`src/rtl/uart_tx_fifo.sv`:
```
// uart_tx_fifo: parameterised UART transmitter (start, data LSB first,
// optional parity, 1 or 2 stop bits) fed by a small write FIFO so the host
// can queue several words back to back.
module uart_tx_fifo #(
  parameter int CLK_DIV    = 5208,
  parameter int DATA_BITS  = 8,
  parameter int PARITY_EN  = 0,
  parameter int PARITY_ODD = 0,
  parameter int STOP_BITS  = 1,
  parameter int FIFO_DEPTH = 4
) (
  input  logic                          clk,
  input  logic                          rst_n,
  input  logic                          write,
  input  logic [DATA_BITS-1:0]          data,
  output logic                          txrdy,
  output logic                          tx,
  output logic                          busy,
  output logic [$clog2(FIFO_DEPTH):0]   fifo_count,
  output logic                          overflow
);

  localparam int TW = (CLK_DIV > 1) ? $clog2(CLK_DIV) : 1;
  localparam int PW = $clog2(FIFO_DEPTH);
  localparam int CW = PW + 1;
  localparam logic [TW-1:0] T_LAST = TW'(CLK_DIV - 1);
  localparam logic [CW-1:0] C_FULL = CW'(FIFO_DEPTH);
  localparam logic [3:0]    D_LAST = 4'(DATA_BITS - 1);
  localparam logic [3:0]    S_LAST = 4'(STOP_BITS - 1);

  typedef enum logic [2:0] {
    S_IDLE   = 3'd0,
    S_START  = 3'd1,
    S_DATA   = 3'd2,
    S_PARITY = 3'd3,
    S_STOP   = 3'd4
  } state_t;

  // Parity of a data word; odd parity is the inverted XOR.
  function automatic logic parity_of(input logic [DATA_BITS-1:0] d);
    return (^d) ^ (PARITY_ODD != 0);
  endfunction

  state_t               r_state;
  logic [TW-1:0]        r_timer;
  logic [3:0]           r_bit;
  logic [DATA_BITS-1:0] r_shift;
  logic                 r_par;
  logic                 r_tx;
  logic                 r_overflow;
  logic [DATA_BITS-1:0] r_mem [FIFO_DEPTH];
  logic [PW-1:0]        r_wp;
  logic [PW-1:0]        r_rp;
  logic [CW-1:0]        r_count;

  logic                 w_full;
  logic                 w_empty;
  logic                 w_push;
  logic                 w_pop;
  logic                 w_tick;
  logic                 w_tx_next;
  logic [DATA_BITS-1:0] w_head;

  assign w_full  = (r_count == C_FULL);
  assign w_empty = (r_count == {CW{1'b0}});
  assign w_push  = write & ~w_full;
  assign w_tick  = (r_timer == T_LAST);
  assign w_head  = r_mem[r_rp];

  // Pop the FIFO head when idle, or at the very last stop-bit cycle.
  always_comb begin
    w_pop = 1'b0;
    if (w_empty) begin
      w_pop = 1'b0;
    end else if (r_state == S_IDLE) begin
      w_pop = 1'b1;
    end else if ((r_state == S_STOP) && w_tick && (r_bit == S_LAST)) begin
      w_pop = 1'b1;
    end else begin
      w_pop = 1'b0;
    end
  end

  // Line level for the current state; registered one cycle later into r_tx.
  always_comb begin
    w_tx_next = 1'b1;
    case (r_state)
      S_IDLE:   w_tx_next = 1'b1;
      S_START:  w_tx_next = 1'b0;
      S_DATA:   w_tx_next = r_shift[0];
      S_PARITY: w_tx_next = r_par;
      S_STOP:   w_tx_next = 1'b1;
      default:  w_tx_next = 1'b1;
    endcase
  end

  // FIFO storage, pointers, occupancy and the overflow pulse.
  always_ff @(posedge clk or negedge rst_n) begin
    if (!rst_n) begin
      for (int i = 0; i < FIFO_DEPTH; i++) r_mem[i] <= {DATA_BITS{1'b0}};
      r_wp       <= {PW{1'b0}};
      r_rp       <= {PW{1'b0}};
      r_count    <= {CW{1'b0}};
      r_overflow <= 1'b0;
    end else begin
      if (w_push) begin
        r_mem[r_wp] <= data;
        r_wp        <= r_wp + PW'(1);
      end
      if (w_pop) begin
        r_rp <= r_rp + PW'(1);
      end
      case ({w_push, w_pop})
        2'b10:   r_count <= r_count + CW'(1);
        2'b01:   r_count <= r_count - CW'(1);
        default: r_count <= r_count;
      endcase
      r_overflow <= write & w_full;
    end
  end

  // Frame sequencer: bit timer, bit counter, shift register and tx register.
  always_ff @(posedge clk or negedge rst_n) begin
    if (!rst_n) begin
      r_state <= S_IDLE;
      r_timer <= {TW{1'b0}};
      r_bit   <= 4'd0;
      r_shift <= {DATA_BITS{1'b0}};
      r_par   <= 1'b0;
      r_tx    <= 1'b1;
    end else begin
      r_tx <= w_tx_next;
      case (r_state)
        S_IDLE: begin
          r_timer <= {TW{1'b0}};
          r_bit   <= 4'd0;
          if (w_pop) begin
            r_shift <= w_head;
            r_par   <= parity_of(w_head);
            r_state <= S_START;
          end else begin
            r_state <= S_IDLE;
          end
        end
        S_START: begin
          if (w_tick) begin
            r_timer <= {TW{1'b0}};
            r_bit   <= 4'd0;
            r_state <= S_DATA;
          end else begin
            r_timer <= r_timer + TW'(1);
          end
        end
        S_DATA: begin
          if (w_tick) begin
            r_timer <= {TW{1'b0}};
            r_shift <= r_shift >> 1;
            if (r_bit == D_LAST) begin
              r_bit   <= 4'd0;
              r_state <= (PARITY_EN != 0) ? S_PARITY : S_STOP;
            end else begin
              r_bit <= r_bit + 4'd1;
            end
          end else begin
            r_timer <= r_timer + TW'(1);
          end
        end
        S_PARITY: begin
          if (w_tick) begin
            r_timer <= {TW{1'b0}};
            r_bit   <= 4'd0;
            r_state <= S_STOP;
          end else begin
            r_timer <= r_timer + TW'(1);
          end
        end
        S_STOP: begin
          if (w_tick) begin
            r_timer <= {TW{1'b0}};
            if (r_bit == S_LAST) begin
              r_bit <= 4'd0;
              if (w_pop) begin
                r_shift <= w_head;
                r_par   <= parity_of(w_head);
                r_state <= S_START;
              end else begin
                r_state <= S_IDLE;
              end
            end else begin
              r_bit <= r_bit + 4'd1;
            end
          end else begin
            r_timer <= r_timer + TW'(1);
          end
        end
        default: begin
          r_state <= S_IDLE;
          r_timer <= {TW{1'b0}};
          r_bit   <= 4'd0;
        end
      endcase
    end
  end

  assign tx         = r_tx;
  assign overflow   = r_overflow;
  assign fifo_count = r_count;
  assign txrdy      = ~w_full;
  assign busy       = (r_state != S_IDLE) | ~w_empty;

endmodule

```
`config.mk`:
```
export PLATFORM = sky130hd
export DESIGN_NAME = uart_tx_fifo
export DESIGN_NICKNAME = d
export VERILOG_FILES = /design/src/rtl/uart_tx_fifo.sv
export SDC_FILE = /design/constraint.sdc
export NUM_CORES = 1
export LEC_CHECK = 0
export ABC_AREA = 1
export BUFFER_PORTS_ARGS = -buffer_cell sky130_fd_sc_hd__buf_2
export CAP_MARGIN = 5
export CORE_AREA = 2 2 81 83
export DETAILED_ROUTE_END_ITERATION = 6
export DIE_AREA = 0 0 83 85
export GPL_ROUTABILITY_DRIVEN = 0
export PLACE_DENSITY = 0.78
export SETUP_SLACK_MARGIN = 0.3
export SYNTH_ARGS = -nofsm -noshare
export SYNTH_HDL_FRONTEND = slang
export SYNTH_SLANG_ARGS = --single-unit
```
`constraint.sdc`:
```
create_clock -name clk -period 2.8 [get_ports clk]
set_input_delay 0.28 -clock clk [delete_from_list [all_inputs] [get_ports clk]]
set_output_delay 0.28 -clock clk [all_outputs]
set_load 0.1 [all_outputs]
```
# ---- Yosys cells after proc, flatten, opt, wreduce, memory -nomap -nowiden
# Cells that the tools add are included.
dict set report op_classes {
  n_mul 0
  bitwise_logic 7
  n_lt_le_gt_ge 3
  div 0
  n_shift 0
  n_eq_ne 16
  add_sub_neg 6
  n_reduce_logical 17
  mux 36
}
# operator count
set op_table {}
lappend op_table {{two-way mux 8 bit} 7}
lappend op_table {{bitwise mux 32 bit} 1}
lappend op_table {{two-way mux 13 bit} 2}
lappend op_table {{one-hot mux 8 bit (3 select lines)} 1}
lappend op_table {{two-way mux 4 bit} 5}
lappend op_table {{two-way mux 3 bit} 6}
lappend op_table {{binary-select mux 8 bit (select 2 bit)} 1}
lappend op_table {{demux 8 bit (select 2 bit)} 1}
lappend op_table {{one-hot mux 3 bit (5 select lines)} 1}
lappend op_table {{adder 13 x 1 -> 13 bit, second input constant} 1}
lappend op_table {{equality test 13 bit, second input constant} 1}
lappend op_table {{one-hot mux 4 bit (3 select lines)} 1}
lappend op_table {{!= test 2 bit, second input constant} 5}
lappend op_table {{parity 8 bit} 1}
lappend op_table {{two-way mux 1 bit} 7}
lappend op_table {{equality test 3 x 2 -> 1 bit, second input constant} 2}
lappend op_table {{equality test 3 bit, second input constant} 2}
lappend op_table {{greater-or-equal comparator 3 bit, second input constant} 2}
lappend op_table {{logical NOT 3 bit} 2}
lappend op_table {{NOT 2 -> 3 bit} 2}
lappend op_table {{one-hot mux 3 bit (2 select lines)} 1}
lappend op_table {{AND reduction 3 bit} 2}
lappend op_table {{AND reduction 6 bit} 1}
lappend op_table {{nonzero test 3 bit} 2}
lappend op_table {{21 further kinds} 28}
dict set report totals {
  mem_count 0
  mem_bits_rw 0
  inputBits 11
  output_inout_bits 7
  mem_bits_ro 0
  latchBits 0
  reg_bits 70
}

# ---- Longest topological paths before layout
dict set report depth {
  depth_word 10
  depth_mapped 16
  mapped_depth_nobuf 14
}

# ---- Worst setup path after synthesis
# No wires, ideal clock.
dict set report synth_timing {
  path_type {flip-flop to flip-flop}
  startpoint {register r_count[2] (netlist: fifo_count[2])}
  endpoint {register r_count[2] (netlist: fifo_count[2])}
  path_slack_ns -0.244
  period_less_slack_ns 3.044
  n_path_buf 0
  arrival_time_ns 2.884
  required_ns 2.640
  path_stages_with_launch 9
  setup_time_ns 0.160
  path_cell_list {dfrtp_1 > nand3_2 > nand2_1 > ha_1 > inv_1 > fa_1 > a21oi_1 > o21ai_0 > xnor2_1}
}
dict set report synth_between {
  elab_chain_len 5
}
# element line
set synth_rtl {}
lappend synth_rtl {{from (decl)} 54} ;# logic [CW-1:0] r_count;
lappend synth_rtl {{from (signal assigned)} 103} ;# r_count <= {CW{1'b0}};
lappend synth_rtl {{from (signal assigned)} 114} ;# 2'b10: r_count <= r_count + CW'(1);
lappend synth_rtl {{from (signal assigned)} 115} ;# 2'b01: r_count <= r_count - CW'(1);
lappend synth_rtl {{equality test 3 bit *} 64} ;# assign w_full = (r_count == C_FULL);
lappend synth_rtl {{NOT 1 bit *} n/a}
lappend synth_rtl {{net txrdy} 16} ;# output logic txrdy,
lappend synth_rtl {{AND 1 bit *} 66} ;# assign w_push = write & ~w_full;
lappend synth_rtl {{equality test 2 x 1 -> 1 bit or equality test 2 bit (tied branches)} 113} ;# case ({w_push, w_pop})
lappend synth_rtl {{one-hot mux 3 bit (2 select lines) or nonzero test 2 bit (tied branches)} n/a}
# Mark *: on every way through the listed nets, which the timed path passes. The rest lies on a longest branch.
# A chain may end at the register's enable or synchronous reset.

# ---- Worst setup path after layout
dict set report layout_timing {
  startpoint {register r_bit[0]}
  endpoint {register r_count[2] (netlist: fifo_count[2])}
}
dict set report layout_between {
  elab_chain_len 7
}
# element line
set layout_rtl {}
lappend layout_rtl {{from (decl)} 46} ;# logic [3:0] r_bit;
lappend layout_rtl {{from (signal assigned)} 162} ;# r_bit <= r_bit + 4'd1;
lappend layout_rtl {{from (signal assigned)} 190} ;# r_bit <= r_bit + 4'd1;
lappend layout_rtl {{logical NOT 4 bit *} 77} ;# end else if ((r_state == S_STOP) && w_tick && (r_bit == S_LAST)) begin
lappend layout_rtl {{logical AND 1 bit *} 77}
lappend layout_rtl {{two-way mux 1 bit *} 77}
lappend layout_rtl {{two-way mux 1 bit *} 75} ;# end else if (r_state == S_IDLE) begin
lappend layout_rtl {{two-way mux 1 bit *} 73} ;# if (w_empty) begin
lappend layout_rtl {{equality test 2 x 1 -> 1 bit or equality test 2 bit (tied branches)} 113}
lappend layout_rtl {{one-hot mux 3 bit (2 select lines) or nonzero test 2 bit (tied branches)} n/a}
lappend layout_rtl {{to (signal assigned)} 114}
lappend layout_rtl {{to (signal assigned)} 115}
lappend layout_rtl {{to (signal assigned)} 116} ;# default: r_count <= r_count;
# Every way passes the cells marked *; elsewhere a longest branch is shown, timed or not.

==> flow_summary_export.csv <==
group,metric,value,unit
status,status,"finished, final reports clean",
logic_synthesis,yosysWarnings,0,
sta,hold_violations,0,
power,ir_drop,721,µV
worst_setup_path,reg2reg_depth,14,
sta,final-setup-viol-count,0,
worst_setup_path,r2r_slack,0.45,ns
power,power_density,1210,nW/µm²
logic_synthesis,synth-seq-cells,70,
logic_synthesis,synth_top_cell_area_share,46.7,%
routing,wl_per_cell,12.1,µm
logic_synthesis,synth_edf_count,0,
finish,diodes,0,
worst_setup_path,regToRegStartpoint,"r_bit[0]$_DFFE_PN0P_",
sta,skew,0.00822,ns
placed_design,dp_hpwl,4880,µm
logic_synthesis,synth.distinct_cells,33,
sta,tns,0,ns
cts,cts-root-buf,"clkbuf_8",
finish,area_growth,10.2,%
global_route,grt_max_degree,71,
worst_setup_path,timing.rr.end,"fifo_count[2]$_DFFE_PN0P_",
routing,drt_iter0_drc,162,
sta,slew_headroom,42.4,%
worst_setup_path,crit_arrival,2.58,ns
cts,cts_hold_buf,0,
floorplanning,die_h,85,µm
logic_synthesis,synth_common_cells,"190 x nand2_1, 69 x dfrtp_1, 51 x o21ai_0, 45 x inv_1, 33 x nand3_1",
logic_synthesis,avgSynthCellArea,7.66,µm²
finish,layout-drive-gt1-share,13.4,%
placed_design,io_buffer_count,17,
global_route,antenna_found_initial,0,
logic_synthesis,synth_area_leader_cell,"dfrtp_1",
logic_synthesis,seq_area_frac_synth,47.4,%
floorplanning,num_io_pins,18,
floorplanning,core_area,6200,µm²
floorplanning,die_w,83,µm
sta,rsz0062_at_grt,"false",
worst_setup_path,endpoint_kind,"register",
logic_synthesis,synthTopCellsByArea,"dfrtp_1 47%, nand2_1 19%, o21ai_0 6.9%",
logic_synthesis,syn_area,3700,µm²
global_route,grt.overflow.total,0,
sta,max_slew.worst_pin.slew,0.864,ns
power,total_power,0.00494,W
logic_synthesis,synthFlopType,"dfrtp_1",
finish,nets,525,
cts,htree_levels,3,
routing,vias_per_cell,5.20,
global_route,grt_pass1_wl,12500,µm
logic_synthesis,syn-num-nets,503,
worst_setup_path,cp.required,3.03,ns
cts,clk_latency,0.35,ns
routing,routed_wl,7080,µm
logic_synthesis,async_flop_share,100,%
run,cap_violations,0,
routing,drc,0,
sta,fin_crit,2.35,ns
sta,drv_slew,0,
global_route,grt_pass1_vias,2843,
floorplanning,die_area,7060,µm²
worst_setup_path,crit_fanout,5,
cts,cts_tree,"done",
cts,cts_max_path_buffers,2,
worst_setup_path,critPathKind,"reg2reg",
floorplanning,initial_core_util,59.6,%
power,p_leak,2.10,nW
cts,cts.clk_slew.worst_paths,0.07,ns
cts,cts.sinks,70,
worst_setup_path,cp-start-kind,"register",
global_route,grt_use_total,21.8,%
sta,final.period_utilization,83.9,%
logic_synthesis,synth_most_common_cell,"nand2_1",
cts,cts_made_buffers,9,
floorplanning,std_cell_rows,29,
routing,first_pass_iters,5,
logic_synthesis,syn_inst,483,
routing,vias,3045,
hold_path,hold_class,"in2async",
sta,fmax,0.425,GHz
routing,ant_nets,0,
## final cells by class
class	count	area (µm²)
Fill cell	540	2130
Sequential cell	70	1760
Multi-Input combinational cell	349	1690
Inverter	52	200
Timing Repair Buffer	23	130
Clock buffer	10	128
Tap cell	77	96.3
Clock inverter	5	75.1
## cells by family (layout without fill, tap and decap cells)
| kind of cell | count (synthesis) | in the layout | synth area share [%] |
|---|---|---|---|
| xor gates and xnor gates | 4 | 4 | 0.947 |
| AOI/OAI and AO/OA | 67 | 67 | 9.84 |
| DFF | 70 | 70 | 47.4 |
| and+or+nand+nor | 269 | 269 | 31.2 |
| adders and majority gates | 9 | 9 | 3.25 |
| buffers and inverters | 64 | 90 | 7.34 |
## worst max-delay path, stage by stage (launching register included)
cell and delay (ns):
dfrtp_1 0.39, inv_2 0.08, ha_1 0.14, nand2_1 0.06, nor2_2 0.10, nor2_1 0.06
nor3_2 0.25, nand2_4 0.11, inv_4 0.08, ha_1 0.14, inv_1 0.07, fa_1 0.38
a21oi_1 0.15, o21ai_1 0.09, xnor2_1 0.12
## placed cells by master, fill, tap and decap left out, types with 2 or more instances in the layout
| master | netlist | routed |
|---|---|---|
| buf_4 | 3 | 6 |
| clkinv_2 | 0 | 3 |
| nor2_1 | 24 | 23 |
| inv_1 | 45 | 43 |
| bufinv_16 | 0 | 2 |
| o21ai_0 | 51 | 50 |
| nand3_1 | 33 | 33 |
| nor3_1 | 5 | 4 |
| dfrtp_2 | 0 | 3 |
| nor3_2 | 1 | 2 |
| buf_2 | 7 | 17 |
| nor2_2 | 1 | 2 |
| ha_1 | 8 | 8 |
| nand2_1 | 190 | 190 |
| xor2_1 | 2 | 2 |
| nand4_1 | 2 | 2 |
| nand2_2 | 3 | 3 |
| nand2_4 | 4 | 4 |
| xnor2_1 | 2 | 2 |
| inv_2 | 6 | 7 |
| dfrtp_1 | 69 | 66 |
| inv_4 | 1 | 2 |
| a221oi_1 | 2 | 2 |
| clkbuf_8 | 0 | 9 |
| a21oi_1 | 11 | 11 |
## repair_timing
action / 4_1_cts / 5_1_grt
setup buffers: 0 / 4
endpoints found under the setup margin: 1 / 1
pin swaps: 0 / 2
gates resized for setup: 1 / 5
## per-layer routing
metal	global-route usage, %	up-vias	wire (µm)
met4	9.39	0	122
met3	5.06	14	268
li1	-	1577	-
met5	0	-	0
met1	27.9	1395	3330
met2	35.8	59	3360
## power breakdown
group          leakage, nW  internal [W]  switching (W)
Sequential           0.894       0.00140       0.000288
Combinational         1.10      0.000748        0.00165
Clock                0.106      0.000492       0.000364
## flip-flops by register name, summed over array words and instances (netlist names)
signal,cells
fifo_count,3
overflow,1
r_bit,4
r_mem,32
r_par,1
r_rp,2
r_shift,8
r_state,3
r_timer,13
r_wp,2
tx,1
## per-stage QoR
step	instances	setup slack (ns)	hold slack (ns)	instance area, µm²	util [%]
floorplan	483	0.370	-0.0156	3710	-
global placement	567	0.407	0.445	3830	61.8
detailed placement	567	0.280	0.460	3830	61.8
CTS	582	0.375	0.133	4040	65.1
global route	586	0.293	0.168	4080	65.7
finish	586	0.450	0.132	4080	65.7
## how the worst max path moves through the flow
stage                                    startpoint                         to  slack (ns)  cells after the start
final                          r_bit[0]$_DFFE_PN0P_  fifo_count[2]$_DFFE_PN0P_        0.45                     14
after global routing           r_bit[0]$_DFFE_PN0P_  fifo_count[2]$_DFFE_PN0P_        0.29                     14
after CTS                      r_timer[0]$_DFF_PN0_  fifo_count[2]$_DFFE_PN0P_        0.37                     13
after detailed placement       r_bit[0]$_DFFE_PN0P_  fifo_count[2]$_DFFE_PN0P_        0.28                     14
after global placement         r_bit[0]$_DFFE_PN0P_  fifo_count[2]$_DFFE_PN0P_        0.41                     14
after floorplan           fifo_count[0]$_DFFE_PN0P_  fifo_count[2]$_DFFE_PN0P_        0.37                      9
Note: power is estimated with default switching activity, not from simulation.
